--- src/rtl/prod_scale.sv ---
// prod_scale: rounds a 64-bit product, drops FRAC_BITS fraction bits and saturates to OUT_W bits.
// Two-stage valid/ready pipeline. Define PROD_SCALE_ACC_EN to enable the accumulate mode (adds i_acc_clr).
module prod_scale #(
   parameter int FRAC_BITS = 16,
   parameter int OUT_W     = 32
) (
   input  logic             i_clk,
   input  logic             i_reset,
   input  logic             i_in_valid,
   output logic             o_in_ready,
   input  logic [63:0]      i_product,
`ifdef PROD_SCALE_ACC_EN
   input  logic             i_acc_clr,
`endif
   output logic             o_out_valid,
   input  logic             i_out_ready,
   output logic [OUT_W-1:0] o_result,
   output logic             o_sat,
   output logic [15:0]      o_sat_count
);
   logic             r_s1_valid, r_s2_valid, r_sat;
   logic [64:0]      r_s1_sum;
   logic [OUT_W-1:0] r_result;
   logic [15:0]      r_sat_count;
   logic             w_adv1, w_adv2, w_q_ovf, w_new_sat;
   logic [64:0]      w_q;
   logic [OUT_W-1:0] w_scaled, w_new;

   assign w_adv2     = !r_s2_valid || i_out_ready;
   assign w_adv1     = !r_s1_valid || w_adv2;
   assign o_in_ready = w_adv1;
   assign w_q        = r_s1_sum >> FRAC_BITS;
   assign w_q_ovf    = |w_q[64:OUT_W];
   assign w_scaled   = w_q_ovf ? {OUT_W{1'b1}} : w_q[OUT_W-1:0];

`ifdef PROD_SCALE_ACC_EN
   logic             r_s1_clr;
   logic [OUT_W:0]   w_sum;
   // r_result doubles as the accumulator: it is only rewritten when S2 loads
   assign w_sum     = {1'b0, r_result} + {1'b0, w_scaled};
   assign w_new     = r_s1_clr ? w_scaled : (w_sum[OUT_W] ? {OUT_W{1'b1}} : w_sum[OUT_W-1:0]);
   assign w_new_sat = w_q_ovf || (!r_s1_clr && w_sum[OUT_W]);

   // carry the clear flag alongside the S1 sum
   always_ff @(posedge i_clk) begin
      if (i_reset)
         r_s1_clr <= 1'b0;
      else if (w_adv1 && i_in_valid)
         r_s1_clr <= i_acc_clr;
   end
`else
   assign w_new     = w_scaled;
   assign w_new_sat = w_q_ovf;
`endif

   // S1: widen to 65 bits and add half an LSB so the carry from rounding is kept
   always_ff @(posedge i_clk) begin
      if (i_reset) begin
         r_s1_valid <= 1'b0;
         r_s1_sum   <= '0;
      end else if (w_adv1) begin
         r_s1_valid <= i_in_valid;
         if (i_in_valid)
            r_s1_sum <= {1'b0, i_product} + (65'd1 << (FRAC_BITS - 1));
      end
   end

   // S2: scaled and clamped value; held stable while the consumer stalls
   always_ff @(posedge i_clk) begin
      if (i_reset) begin
         r_s2_valid <= 1'b0;
         r_result   <= '0;
         r_sat      <= 1'b0;
      end else if (w_adv2) begin
         r_s2_valid <= r_s1_valid;
         if (r_s1_valid) begin
            r_result <= w_new;
            r_sat    <= w_new_sat;
         end
      end
   end

   // count delivered clamped results, sticking at the top value
   always_ff @(posedge i_clk) begin
      if (i_reset)
         r_sat_count <= '0;
      else if (r_s2_valid && i_out_ready && r_sat && r_sat_count != 16'hFFFF)
         r_sat_count <= r_sat_count + 16'd1;
   end

   assign o_out_valid = r_s2_valid;
   assign o_result    = r_result;
   assign o_sat       = r_sat;
   assign o_sat_count = r_sat_count;
endmodule

--- config.mk ---
export PLATFORM = sky130hd
export DESIGN_NAME = prod_scale
export DESIGN_NICKNAME = d
export VERILOG_FILES = /design/src/rtl/prod_scale.sv
export SDC_FILE = /design/constraint.sdc
export NUM_CORES = 1
export LEC_CHECK = 0
export ABC_AREA = 1
export BUFFER_PORTS_ARGS = -buffer_cell sky130_fd_sc_hd__buf_2
export CAP_MARGIN = 20
export CORE_ASPECT_RATIO = 1.4
export CORE_UTILIZATION = 30
export CTS_CLUSTER_SIZE = 16
export DETAILED_ROUTE_END_ITERATION = 10
export GPL_TIMING_DRIVEN = 0
export SYNTH_ARGS = -nofsm -noshare
export SYNTH_HDL_FRONTEND = slang
export SYNTH_SLANG_ARGS = --single-unit
--- constraint.sdc ---
create_clock -name i_clk -period 2.1 [get_ports i_clk]
set_input_delay 0.105 -clock i_clk [delete_from_list [all_inputs] [get_ports i_clk]]
set_output_delay 0.105 -clock i_clk [all_outputs]
set_load 0.05 [all_outputs]
==> results of run 1 <==
worst min path at each step:
stage,from,endpoint,slack (ns),depth (start not counted)
3_5_place_dp,i_product[18],r_s1_sum[18],0.41,3
2_1_floorplan,i_product[18],r_s1_sum[18],0.25,2
4_1_cts,i_product[18],r_s1_sum[18],0.02,3
5_1_grt,i_product[18],r_s1_sum[18],0.04,3
6_report,i_product[18],r_s1_sum[18],0.04,3
3_3_place_gp,i_product[18],r_s1_sum[18],0.41,3
metrics by stage:
step | power (mW) | hold slack, ns
after detailed placement | 2.96 | 0.406
after global routing | 4.84 | 0.0385
after global placement | 2.96 | 0.412
after floorplan | 2.67 | 0.246
after CTS | 4.67 | 0.0233
final | 4.62 | 0.0412
state kept, by name, indices dropped and copies added, names as in the netlist:
register and cells:
o_sat 1, r_s1_valid 1, o_out_valid 1, o_sat_count 16, o_result 32, r_s1_sum 49
final cells by class:
cell class / count / area share
inverter: 121 / 0.0661
multi-input combinational: 635 / 0.453
clock inverter: 7 / 0.0129
sequential: 100 / 0.291
timing repair buffer: 103 / 0.0750
tap: 244 / 0.0444
buffer: 31 / 0.0248
clock buffer: 9 / 0.0328
report_power, final:
part | leakage [nW] | switching (mW) | internal (mW) | total, mW
sequential | 0.827 | 0.0573 | 2.02 | 2.08
clock | 0.152 | 0.841 | 0.858 | 1.70
combinational | 2.29 | 0.603 | 0.235 | 0.838
total | 3.27 | 1.50 | 3.11 | 4.62
cells in the final DEF (no fill, tap or decap), types with 2 or more instances in the layout:
cell type / n
nand2_1: 228
nand3b_1: 7
nand2_2: 20
buf_6: 3
ha_1: 2
xor2_1: 22
xnor2_1: 9
inv_8: 2
a21oi_2: 10
inv_1: 120
o21ai_1: 3
clkbuf_1: 13
nor3_1: 7
mux2i_1: 8
nor2_2: 6
nor2_4: 5
buf_2: 112
nand4_1: 19
nand3_2: 2
nand3_1: 56
clkinv_8: 3
o21ai_0: 47
buf_1: 4
a21oi_1: 71
nor2_1: 108
clkbuf_16: 9
dfxtp_1: 100
kinds of logic after synthesis:
group | after synthesis
xor+xnor | 31
buf+inv | 152
simple gates | 462
compound gates | 132
fa+ha+maj | 2
flops | 100
mux | 8
metal layers:
metal / GRT usage / vias to the layer above
met3: 0.0261 / 53
met4: 0.142 / 0
met1: 0.200 / 2624
li1: - / 3029
met2: 0.343 / 148
met5: 0 / -
worst max-delay path, delay by kind of cell, from the launching register on:
family          cells  cell delay (ns)
buf+inv             1             0.20
fa+ha+maj           1             0.26
flops               1             0.40
compound gates      1             0.05
simple gates        6             0.84
==> summary.txt, run 1 <==
Outcome
  – Outcome: finished clean

Logic synthesis
  – Most numerous cell in the Yosys netlist: nand2_1
  – Post-Synth XOR/XNOR Area: 0.0474
  – Async SR Flop Fraction: 0
  – Synth Area in Simple Gates: 0.354
  – Syn. warnings: 0
  – Avg Cell Area, Syn: between 6 and 7 um^2
  – Flops & latches, synth: 100
  – Dominant synthesized flop cell: dfxtp_1
  – Dominant cell type by area after synthesis: dfxtp_1
  – Synthesized net count: 957
  – Post-synthesis mux area share: 0.0140
  – Post-synthesis adder-cell area fraction: 0.00437
  – Complex-gate fraction of the synthesized area: 0.122
  – Number of cells produced by synthesis: around 900
  – Area of the mapped netlist: about 5700 um^2
  – Synth cell count leaders: 228 x nand2_1, 120 x inv_1, 108 x nor2_1
  – Part of the Yosys area used for sequential elements: 0.349
  – Top cell type's share of synthesized area: 0.349
  – Post-synth cell types: 32
  – Largest family of logic cells by synthesized area: simple AND/OR/NAND/NOR gates
  – Post-synth EDFFs: 0
  – Largest cells by area after synthesis: dfxtp_1 35%, nand2_1 15%, inv_1 7.9%

Worst setup path
  – CP Capture Type: register
  – CP max FO: 10
  – R2r startpoint: o_sat_count[0]
  – Setup slack, reg-to-reg: about 0.21 ns
  – CP cell instances: ha_1 -> nand3_1 -> nor3_4 -> nand2_1 -> nand2_1 -> nand2_2 -> buf_6 -> nand2_2 -> a21oi_2
  – R2R Path End: o_sat_count[5]
  – Crit-path slowest cell: dfxtp_1
  – Crit path kind: reg2reg
  – CP startpoint: o_sat_count[0]
  – Nature of the critical path startpoint: register
  – Register-to-Register Path Depth: 9
  – CP endpoint: o_sat_count[5]
  – Worst Path Required: 2.31 ns
  – WP data arrival: between 2 and 2.5 ns
  – Largest stage delay on the critical path: ~0.40 ns

Clock tree
  – Clk sink count: 100
  – Post-CTS setup buffer count: 0
  – Cts hold-fix bufs: 0
  – Skew-Pair Late Insertion Delay: between 0.3 and 0.4 ns
  – Num CTS Buffers: 9
  – CTS clk-pin slew, worst paths: 0.08 ns
  – CTS root buf: clkbuf_16
  – CTS tree: built
  – Post-CTS sizing: 0
  – H-Tree Depth: 3
  – CTS max path bufs: 2

Drt
  – WL met2: 9210 um
  – DRC: 0
  – Highest metal used: met4
  – Post-route ant nets: 0
  – Routed WL: about 18000 um
  – Vias per inst: roughly 4.7
  – Vias: 5854
  – Met3 Wirelength: roughly 720 um
  – Post-route met1 wirelength: slightly above 7000 um
  – Initial DRT Pass Iterations: 7
  – Initial DRC count: 243
  – Drt wl/cell: between 10 and 15 um

Final layout
  – Design area: around 7000 um^2
  – Filler cells: 2087
  – Total Nets Final: 1071
  – Cell Count, Final, Fillers Out: ~1300
  – Final Core Density: 0.368
  – Diodes inserted: 0
  – Footprint of the multi-input gates: approximately 3100 um^2
  – Layout area overhead: 19.9%
  – Register area: between 2000 and 2500 um^2
  – Layout cells sized above 1: 0.179

Floorplan
  – Die X: between 100 and 150 um
  – Chip Height: between 150 and 200 um
  – Initial Util: 0.307
  – Core Box Area: ~19000 um^2
  – FP Rows: 59
  – Ports: about 120
  – Die area: slightly below 20000 um^2

STA
  – Fin crit period: approximately 1.9 ns
  – Max-slew headroom: 0.536
  – Final TNS setup: 0 ns
  – Actual slew at the worst max-slew pin: 0.696 ns
  – Final Skew: approximately 0.015 ns
  – FMAX: 0.530 GHz
  – Fin crit share: 0.898
  – Max-slew violation count: 0
  – # setup viols final: 0
  – Fin worst setup slack: 0.214 ns
  – Fin. Hold Viols: 0
  – RSZ-0062 raised after global routing: false

Global routing
  – Initial antenna violation count: 0
  – GRT overflow: 0
  – Largest net degree at the start of global routing: 22
  – First-pass GRT wire length: between 20000 and 30000 um
  – Total Routing Usage GR: 0.189
  – Vias in the first global route: roughly 5500

Placement
  – Number of port buffers: between 100 and 150
  – Worst slack at placement: between 0.2 and 0.25 ns
  – Post-DP HPWL: about 15000 um
  – Gpl congestion: 0.938
  – Area after DPL: around 6600 um^2
  – Placed insts: around 1200

Pwr
  – Worst vdd ir: approximately 0.00041 V
  – Power per standard cell area: between 600 and 700 nW/um^2
  – P_leak: 3.27 nW

Flow run
  – Max-cap check violation count: 0

Worst hold path
  – Worst hold-check path type: in2reg
No activity file was read; power rests on OpenSTA's default activity.
==> run 2: changes to the inputs <==
ABC_AREA = default   (was 1)
==> run 2 against run 1 <==
  * Clock power down 6%
  * Largest cell class unchanged
  * Register-to-register slack worse by 0.14 ns
  * Synthesized cell count fell by 41%
  * Clock skew down 0.012 ns
  * First-iteration DRC count increased by 3.7%
  * Global-route usage down 1.8 points
==> summary.txt, run 2 <==
STA
  – Max-slew violation count: 0 (unchanged)
  – Fin worst setup slack: 0.0765 ns (was 0.214 ns)
  – Fin. Hold Viols: 0 (unchanged)
  – RSZ-0062 raised after global routing: true (was false)
  – Max-slew headroom: 0.605 (was 0.536)
  – Hold Slack: 0.0420 ns (was 0.0412 ns)
  – FMAX: 0.494 GHz (was 0.530 GHz)
  – Fin crit period: 2.02 ns (was 1.89 ns)
  – Fin crit share: 0.964 (was 0.898)
  – Final Skew: 0.00313 ns (was 0.0150 ns)
  – Final TNS setup: 0 ns (unchanged)
  – # setup viols final: 0 (unchanged)
  – Actual slew at the worst max-slew pin: 0.592 ns (was 0.696 ns)

Placement
  – Area after DPL: 5370 um^2 (was 6560 um^2)
  – Post-DP HPWL: 10400 um (was 15000 um)
  – Gpl congestion: 0.848 (was 0.938)
  – Number of port buffers: 102 (was 103)
  – Worst slack at placement: -0.305 ns (was 0.219 ns)
  – Placed insts: 819 (was 1234)

Drt
  – Initial DRT Pass Iterations: 4 (was 7)
  – Routed WL: 13400 um (was 18300 um)
  – Vias: 4355 (was 5854)
  – Drt wl/cell: 16.0 um (was 14.6 um)
  – Initial DRC count: 252 (was 243)
  – Vias per inst: 5.20 (was 4.68)
  – DRC: 0 (unchanged)
  – Post-route ant nets: 0 (unchanged)

Logic synthesis
  – Most numerous cell in the Yosys netlist: dfxtp_1 (was nand2_1)
  – Dominant synthesized flop cell: dfxtp_1 (unchanged)
  – Synthesized net count: 595 (was 957)
  – Post-synthesis adder-cell area fraction: 0.00545 (was 0.00437)
  – Post-synthesis mux area share: 0.00463 (was 0.0140)
  – Synth Area in Simple Gates: 0.232 (was 0.354)
  – Largest cells by area after synthesis: dfxtp_1 44%, o221a_2 7.8%, xnor2_1 7.4% (was dfxtp_1 35%, nand2_1 15%, inv_1 7.9%)
  – Part of the Yosys area used for sequential elements: 0.436 (was 0.349)
  – Largest family of logic cells by synthesized area: simple AND/OR/NAND/NOR gates (unchanged)
  – Complex-gate fraction of the synthesized area: 0.198 (was 0.122)
  – Avg Cell Area, Syn: 8.75 um^2 (was 6.46 um^2)
  – Synth cell count leaders: 100 x dfxtp_1, 47 x nand2_1, 46 x o21ai_0 (was 228 x nand2_1, 120 x inv_1, 108 x nor2_1)
  – Area of the mapped netlist: 4590 um^2 (was 5730 um^2)
  – Flops & latches, synth: 100 (unchanged)
  – Post-synth EDFFs: 0 (unchanged)
  – Top cell type's share of synthesized area: 0.436 (was 0.349)
  – Async SR Flop Fraction: 0 (unchanged)
  – Syn. warnings: 0 (unchanged)
  – Post-Synth XOR/XNOR Area: 0.0858 (was 0.0474)
  – Number of cells produced by synthesis: 525 (was 887)
  – Dominant cell type by area after synthesis: dfxtp_1 (unchanged)
  – Post-synth cell types: 39 (was 32)

Worst setup path
  – Crit path kind: reg2reg (unchanged)
  – Largest stage delay on the critical path: 0.49 ns (was 0.40 ns)
  – CP max FO: 10 (unchanged)
  – CP Capture Type: register (unchanged)
  – Nature of the critical path startpoint: register (unchanged)
  – Worst Path Required: 2.33 ns (was 2.31 ns)
  – Crit-path slowest cell: or4_4 (was dfxtp_1)
  – Register-to-Register Path Depth: 7 (was 9)
  – CP cell instances: nor2b_1 -> nor2b_1 -> clkbuf_4 -> nand4_1 -> or4_4 -> clkbuf_4 -> o221a_2 (was ha_1 -> nand3_1 -> nor3_4 -> nand2_1 -> nand2_1 -> nand2_2 -> buf_6 -> nand2_2 -> a21oi_2)
  – WP data arrival: 2.25 ns (was 2.09 ns)

Floorplan
  – FP Rows: 53 (was 59)
  – Core Box Area: 15000 um^2 (was 18700 um^2)
  – Initial Util: 0.307 (about the same)
  – Ports: 119 (unchanged)
  – Die X: 107 um (was 119 um)
  – Chip Height: 148 um (was 166 um)
  – Die area: 15800 um^2 (was 19700 um^2)

Global routing
  – GRT overflow: 0 (unchanged)
  – Initial antenna violation count: 1 (was 0)
  – Total Routing Usage GR: 0.171 (was 0.189)
  – First-pass GRT wire length: 21200 um (was 28400 um)
  – Largest net degree at the start of global routing: 15 (was 22)
  – Vias in the first global route: 4266 (was 5513)

Final layout
  – Layout area overhead: 24.1% (was 19.9%)
  – Layout cells sized above 1: 0.275 (was 0.179)
  – Total Nets Final: 709 (was 1071)
  – Cell Count, Final, Fillers Out: 837 (was 1250)
  – Design area: 5700 um^2 (was 6870 um^2)
  – Biggest register: r_s1_sum (unchanged)
  – Largest register FFs: 49 (unchanged)
  – Most frequent cells in the layout: 102 x buf_2, 89 x dfxtp_1, 47 x nand2_1, 46 x o21ai_0, 39 x xnor2_1 (was 228 x nand2_1, 120 x inv_1, 112 x buf_2, 108 x nor2_1, 100 x dfxtp_1)
  – Most common cell after layout, fill and taps aside: buf_2 (was nand2_1)
  – Final Core Density: 0.380 (was 0.368)

Worst hold path
  – Worst hold-check path type: in2reg (unchanged)
  – Worst Hold Depth: 3 (unchanged)

Flow run
  – Max-cap check violation count: 0 (unchanged)

Clock tree
  – CTS clk-pin slew, worst paths: 0.06 ns (was 0.08 ns)
  – CTS root buf: clkbuf_16 (unchanged)
  – Num CTS Buffers: 9 (unchanged)
  – Clk sink count: 100 (unchanged)
  – H-Tree Depth: 3 (unchanged)
  – Cts hold-fix bufs: 0 (unchanged)
  – CTS max path bufs: 2 (unchanged)
  – CTS tree: built (unchanged)
  – Skew-Pair Late Insertion Delay: 0.34 ns (was 0.36 ns)

Pwr
  – Power per standard cell area: 754 nW/um^2 (was 672 nW/um^2)
  – Total Power: 4.30 mW (was 4.62 mW)
  – Worst vdd ir: 0.000385 V (was 0.000412 V)
  – P_leak: 2.14 nW (was 3.27 nW)

Outcome
  – Outcome: finished clean (unchanged)
## run 2: cell count changes after synthesis, sizes merged, moves of 32 or more
cell   before  now
a21oi      81   25
inv       121   10
nand2     249   47
nand3      58   19
nor2      119   37
o221a       0   32
## run 2: worst max-delay path: cells and delay by family (launching register included)
family,cells,cell delay [ns]
and+or+nand+nor,4,0.89
DFF,1,0.33
AOI/OAI and AO/OA,1,0.26
buffers and inverters,2,0.43
## run 2: path summary, 6_finish.rpt
path / slack (ns) / start / to
min reg2reg: 0.46 / r_s1_sum[59] / r_s1_sum[59]
max: 0.08 / o_out_valid / o_result[19]
max reg2reg: 0.08 / o_out_valid / o_result[19]
min: 0.04 / i_in_valid / r_s1_valid
## run 2: cell type report
| class | instances | area [um^2] |
|---|---|---|
| Fill cell | 1582 | 9290 |
| Inverter | 10 | 37.5 |
| Buffer | 34 | 154 |
| Multi-Input combinational cell | 380 | 2450 |
| Tap cell | 192 | 240 |
| Clock inverter | 2 | 35.0 |
| Timing Repair Buffer | 104 | 526 |
| Antenna cell | 1 | 2.50 |
| Clock buffer | 14 | 244 |
| Sequential cell | 100 | 2020 |
## run 2: what timing repair did
item,in CTS,in global routing
pin swaps,0,1
setup buffers,0,2
setup endpoints to repair,30,28
gates resized for setup,8,10
## run 2: routing by layer
| layer | GRT usage | vias to the layer above | share of wire |
|---|---|---|---|
| li1 | - | 2190 | - |
| met4 | 0.0795 | 0 | 0.024 |
| met1 | 0.194 | 2050 | 0.42 |
| met5 | 0 | - | 0 |
| met2 | 0.304 | 98 | 0.51 |
| met3 | 0.0355 | 17 | 0.045 |
## run 2: power breakdown
group	internal [mW]	switching [mW]
Sequential	2.01	0.0639
Clock	0.925	0.674
Combinational	0.202	0.419
Total	3.14	1.16
## run 2: kinds of logic (layout without fill, tap and decap cells)
kind of cell / Yosys count / count (layout)
multiplexers: 2 / 2
adder cells (fa/ha/maj): 2 / 2
XOR/XNOR: 45 / 45
flip-flops: 100 / 100
other: 0 / 1
buffers and inverters: 45 / 164
AO/OA/AOI/OAI: 129 / 129
AND/OR/NAND/NOR: 202 / 202
==> run 3: changes to the inputs <==
CTS_BUF_LIST = sky130_fd_sc_hd__clkbuf_8   (was default)
TNS_END_PERCENT = 100   (was default)
==> run 3 against run 2 <==
  * Combinational power is essentially flat
  * First-iteration DRC count grew 5.2%
  * Non-clock buffer count shrank 1
  * Sequential share of layout area rose by 0.66 points
  * Power shrank 11%
  * Clock skew increased by 0.0056 ns
  * Clock-buffer cell count is 5 lower
  * Via count increased by 0.57%
  * Critical endpoint is now o_result[21]
  * Largest cell class unchanged
==> summary.txt, run 3 (synthesis gave the netlist of run 2 again) <==
Flow run
  – Max-cap check violation count: 0 (unchanged)

Worst setup path
  – Nature of the critical path startpoint: register (unchanged)
  – Largest stage delay on the critical path: 0.49 ns (about the same)
  – WP data arrival: 2.28 ns (was 2.25 ns)
  – CP cell instances: nor2b_1 -> nor2b_1 -> clkbuf_4 -> nand4_1 -> or4_4 -> clkbuf_4 -> o221a_2 (unchanged)
  – CP max FO: 10 (unchanged)
  – CP endpoint: o_result[21] (was o_result[19])
  – R2r startpoint: o_out_valid (unchanged)
  – Crit path kind: reg2reg (unchanged)
  – Worst Path Required: 2.35 ns (was 2.33 ns)
  – CP startpoint: o_out_valid (unchanged)
  – CP Capture Type: register (unchanged)
  – Register-to-Register Path Depth: 7 (unchanged)
  – Crit-path slowest cell: or4_4 (unchanged)
  – Setup slack, reg-to-reg: 0.07 ns (was 0.08 ns)
  – R2R Path End: o_result[21] (was o_result[19])

Clock tree
  – CTS max path bufs: 2 (unchanged)
  – Num CTS Buffers: 9 (unchanged)
  – CTS tree: built (unchanged)
  – CTS clk-pin slew, worst paths: 0.09 ns (was 0.06 ns)
  – Post-CTS setup buffer count: 0 (unchanged)
  – Skew-Pair Late Insertion Delay: 0.36 ns (was 0.34 ns)
  – H-Tree Depth: 3 (unchanged)
  – CTS root buf: clkbuf_8 (was clkbuf_16)
  – Clk sink count: 100 (unchanged)

Drt
  – Drt wl/cell: 15.9 um (was 16.0 um)
  – Post-route ant nets: 0 (unchanged)
  – Vias per inst: 5.24 (was 5.20)
  – Initial DRC count: 265 (was 252)
  – Initial DRT Pass Iterations: 4 (unchanged)
  – Vias: 4380 (was 4355)
  – DRC: 0 (unchanged)
  – Routed WL: 13300 um (was 13400 um)

STA
  – Fin. Hold Viols: 0 (unchanged)
  – Fin worst setup slack: 0.0700 ns (was 0.0765 ns)
  – Max-slew headroom: 0.599 (was 0.605)
  – Max-slew violation count: 0 (unchanged)
  – FMAX: 0.493 GHz (was 0.494 GHz)
  – Hold Slack: 0.0490 ns (was 0.0420 ns)
  – Fin crit period: 2.03 ns (was 2.02 ns)
  – Final Skew: 0.00868 ns (was 0.00313 ns)
  – RSZ-0062 raised after global routing: true (unchanged)
  – Actual slew at the worst max-slew pin: 0.601 ns (was 0.592 ns)
  – Fin crit share: 0.967 (was 0.964)
  – # setup viols final: 0 (unchanged)

Final layout
  – Layout area overhead: 21.8% (was 24.1%)
  – Register area: 2020 um^2 (unchanged)
  – Largest register FFs: 49 (unchanged)
  – Most common cell after layout, fill and taps aside: buf_2 (unchanged)
  – Filler cells: 1598 (was 1582)
  – Cell Count, Final, Fillers Out: 836 (was 837)
  – Most frequent cells in the layout: 102 x buf_2, 89 x dfxtp_1, 47 x nand2_1, 46 x o21ai_0, 39 x xnor2_1 (unchanged)
  – Design area: 5600 um^2 (was 5700 um^2)
  – Footprint of the multi-input gates: 2450 um^2 (unchanged)
  – Total Nets Final: 708 (was 709)
  – Biggest register: r_s1_sum (unchanged)
  – Layout cells sized above 1: 0.274 (was 0.275)

Floorplan
  – Die X: 107 um (unchanged)
  – Initial Util: 0.307 (unchanged)
  – Chip Height: 148 um (unchanged)
  – Die area: 15800 um^2 (unchanged)
  – Core Box Area: 15000 um^2 (unchanged)
  – Ports: 119 (unchanged)
  – FP Rows: 53 (unchanged)

Global routing
  – GRT overflow: 0 (unchanged)
  – Total Routing Usage GR: 0.169 (was 0.171)
  – Initial antenna violation count: 1 (unchanged)
  – Largest net degree at the start of global routing: 15 (unchanged)
  – Vias in the first global route: 4205 (was 4266)
  – First-pass GRT wire length: 21000 um (was 21200 um)

Placement
  – Area after DPL: 5370 um^2 (unchanged)
  – Number of port buffers: 102 (unchanged)
  – Gpl congestion: 0.848 (unchanged)
  – Post-DP HPWL: 10400 um (unchanged)
  – Worst slack at placement: -0.305 ns (unchanged)
  – Placed insts: 819 (unchanged)

Pwr
  – Worst vdd ir: 0.000287 V (was 0.000385 V)
  – P_leak: 2.11 nW (was 2.14 nW)
  – Power per standard cell area: 687 nW/um^2 (was 754 nW/um^2)

Outcome
  – Outcome: finished clean (unchanged)

Worst hold path
  – Worst hold-check path type: in2reg (unchanged)
==> run 3: cell count changes in the layout (fill, tap and decap cells not counted), sizes merged <==
cell	previous run	this run
clkbuf	43	38
inv	10	15
buf	109	107
dlygate4sd3	0	1
==> run 3: repair_timing <==
action                     in CTS  in global routing
hold endpoints to repair        1                  0
resized for setup               8                 12
pin swaps                       0                  1
hold buffers                    1                  0
setup endpoints to repair      30                 36
==> run 3: power breakdown <==
group	switching, mW	leakage (nW)	internal [mW]
Clock	0.620	0.109	0.529
Sequential	0.0635	0.830	2.01
Combinational	0.419	1.17	0.203
==> run 3: per-stage QoR <==
step,utilization,total power [mW],setup TNS [ns]
2_1_floorplan,-,2.51,-0.0249
3_3_place_gp,0.359,2.73,-7.69
3_5_place_dp,0.359,2.74,-8.15
4_1_cts,0.372,3.89,0
5_1_grt,0.373,4.02,-0.0214
6_report,0.373,3.85,0
==> run 3: worst max-delay path: cells and delay by family, from the launching register on <==
kind            cells  cell delay (ns)
simple gates        4             0.89
buf+inv             2             0.43
flops               1             0.34
compound gates      1             0.26
==> run 3: worst min path at each step <==
stage,start,to,slack (ns),depth (start not counted)
6_report,i_product[51],r_s1_sum[51],0.05,3
5_1_grt,i_product[63],r_s1_sum[63],0.04,3
4_1_cts,i_product[63],r_s1_sum[63],0.02,3
3_5_place_dp,i_in_valid,r_s1_valid,0.39,3
3_3_place_gp,i_in_valid,r_s1_valid,0.39,3
2_1_floorplan,i_in_valid,r_s1_valid,0.26,2
==> run 3: routing by layer <==
| metal | track usage | share of wire |
|---|---|---|
| met1 | 0.190 | 0.41 |
| met3 | 0.0381 | 0.050 |
| met5 | 0 | 0 |
| met4 | 0.0582 | 0.020 |
| met2 | 0.308 | 0.52 |
==> run 3: layout make-up <==
type / instances / area share
clock buffers: 9 / 0.0221
well taps: 192 / 0.0429
repair buffers: 103 / 0.0930
inverters: 10 / 0.00671
diodes: 1 / 0.000447
flip-flops and latches: 100 / 0.360
multi-input cells: 380 / 0.437
plain buffers: 34 / 0.0277
clock inverters: 7 / 0.00962
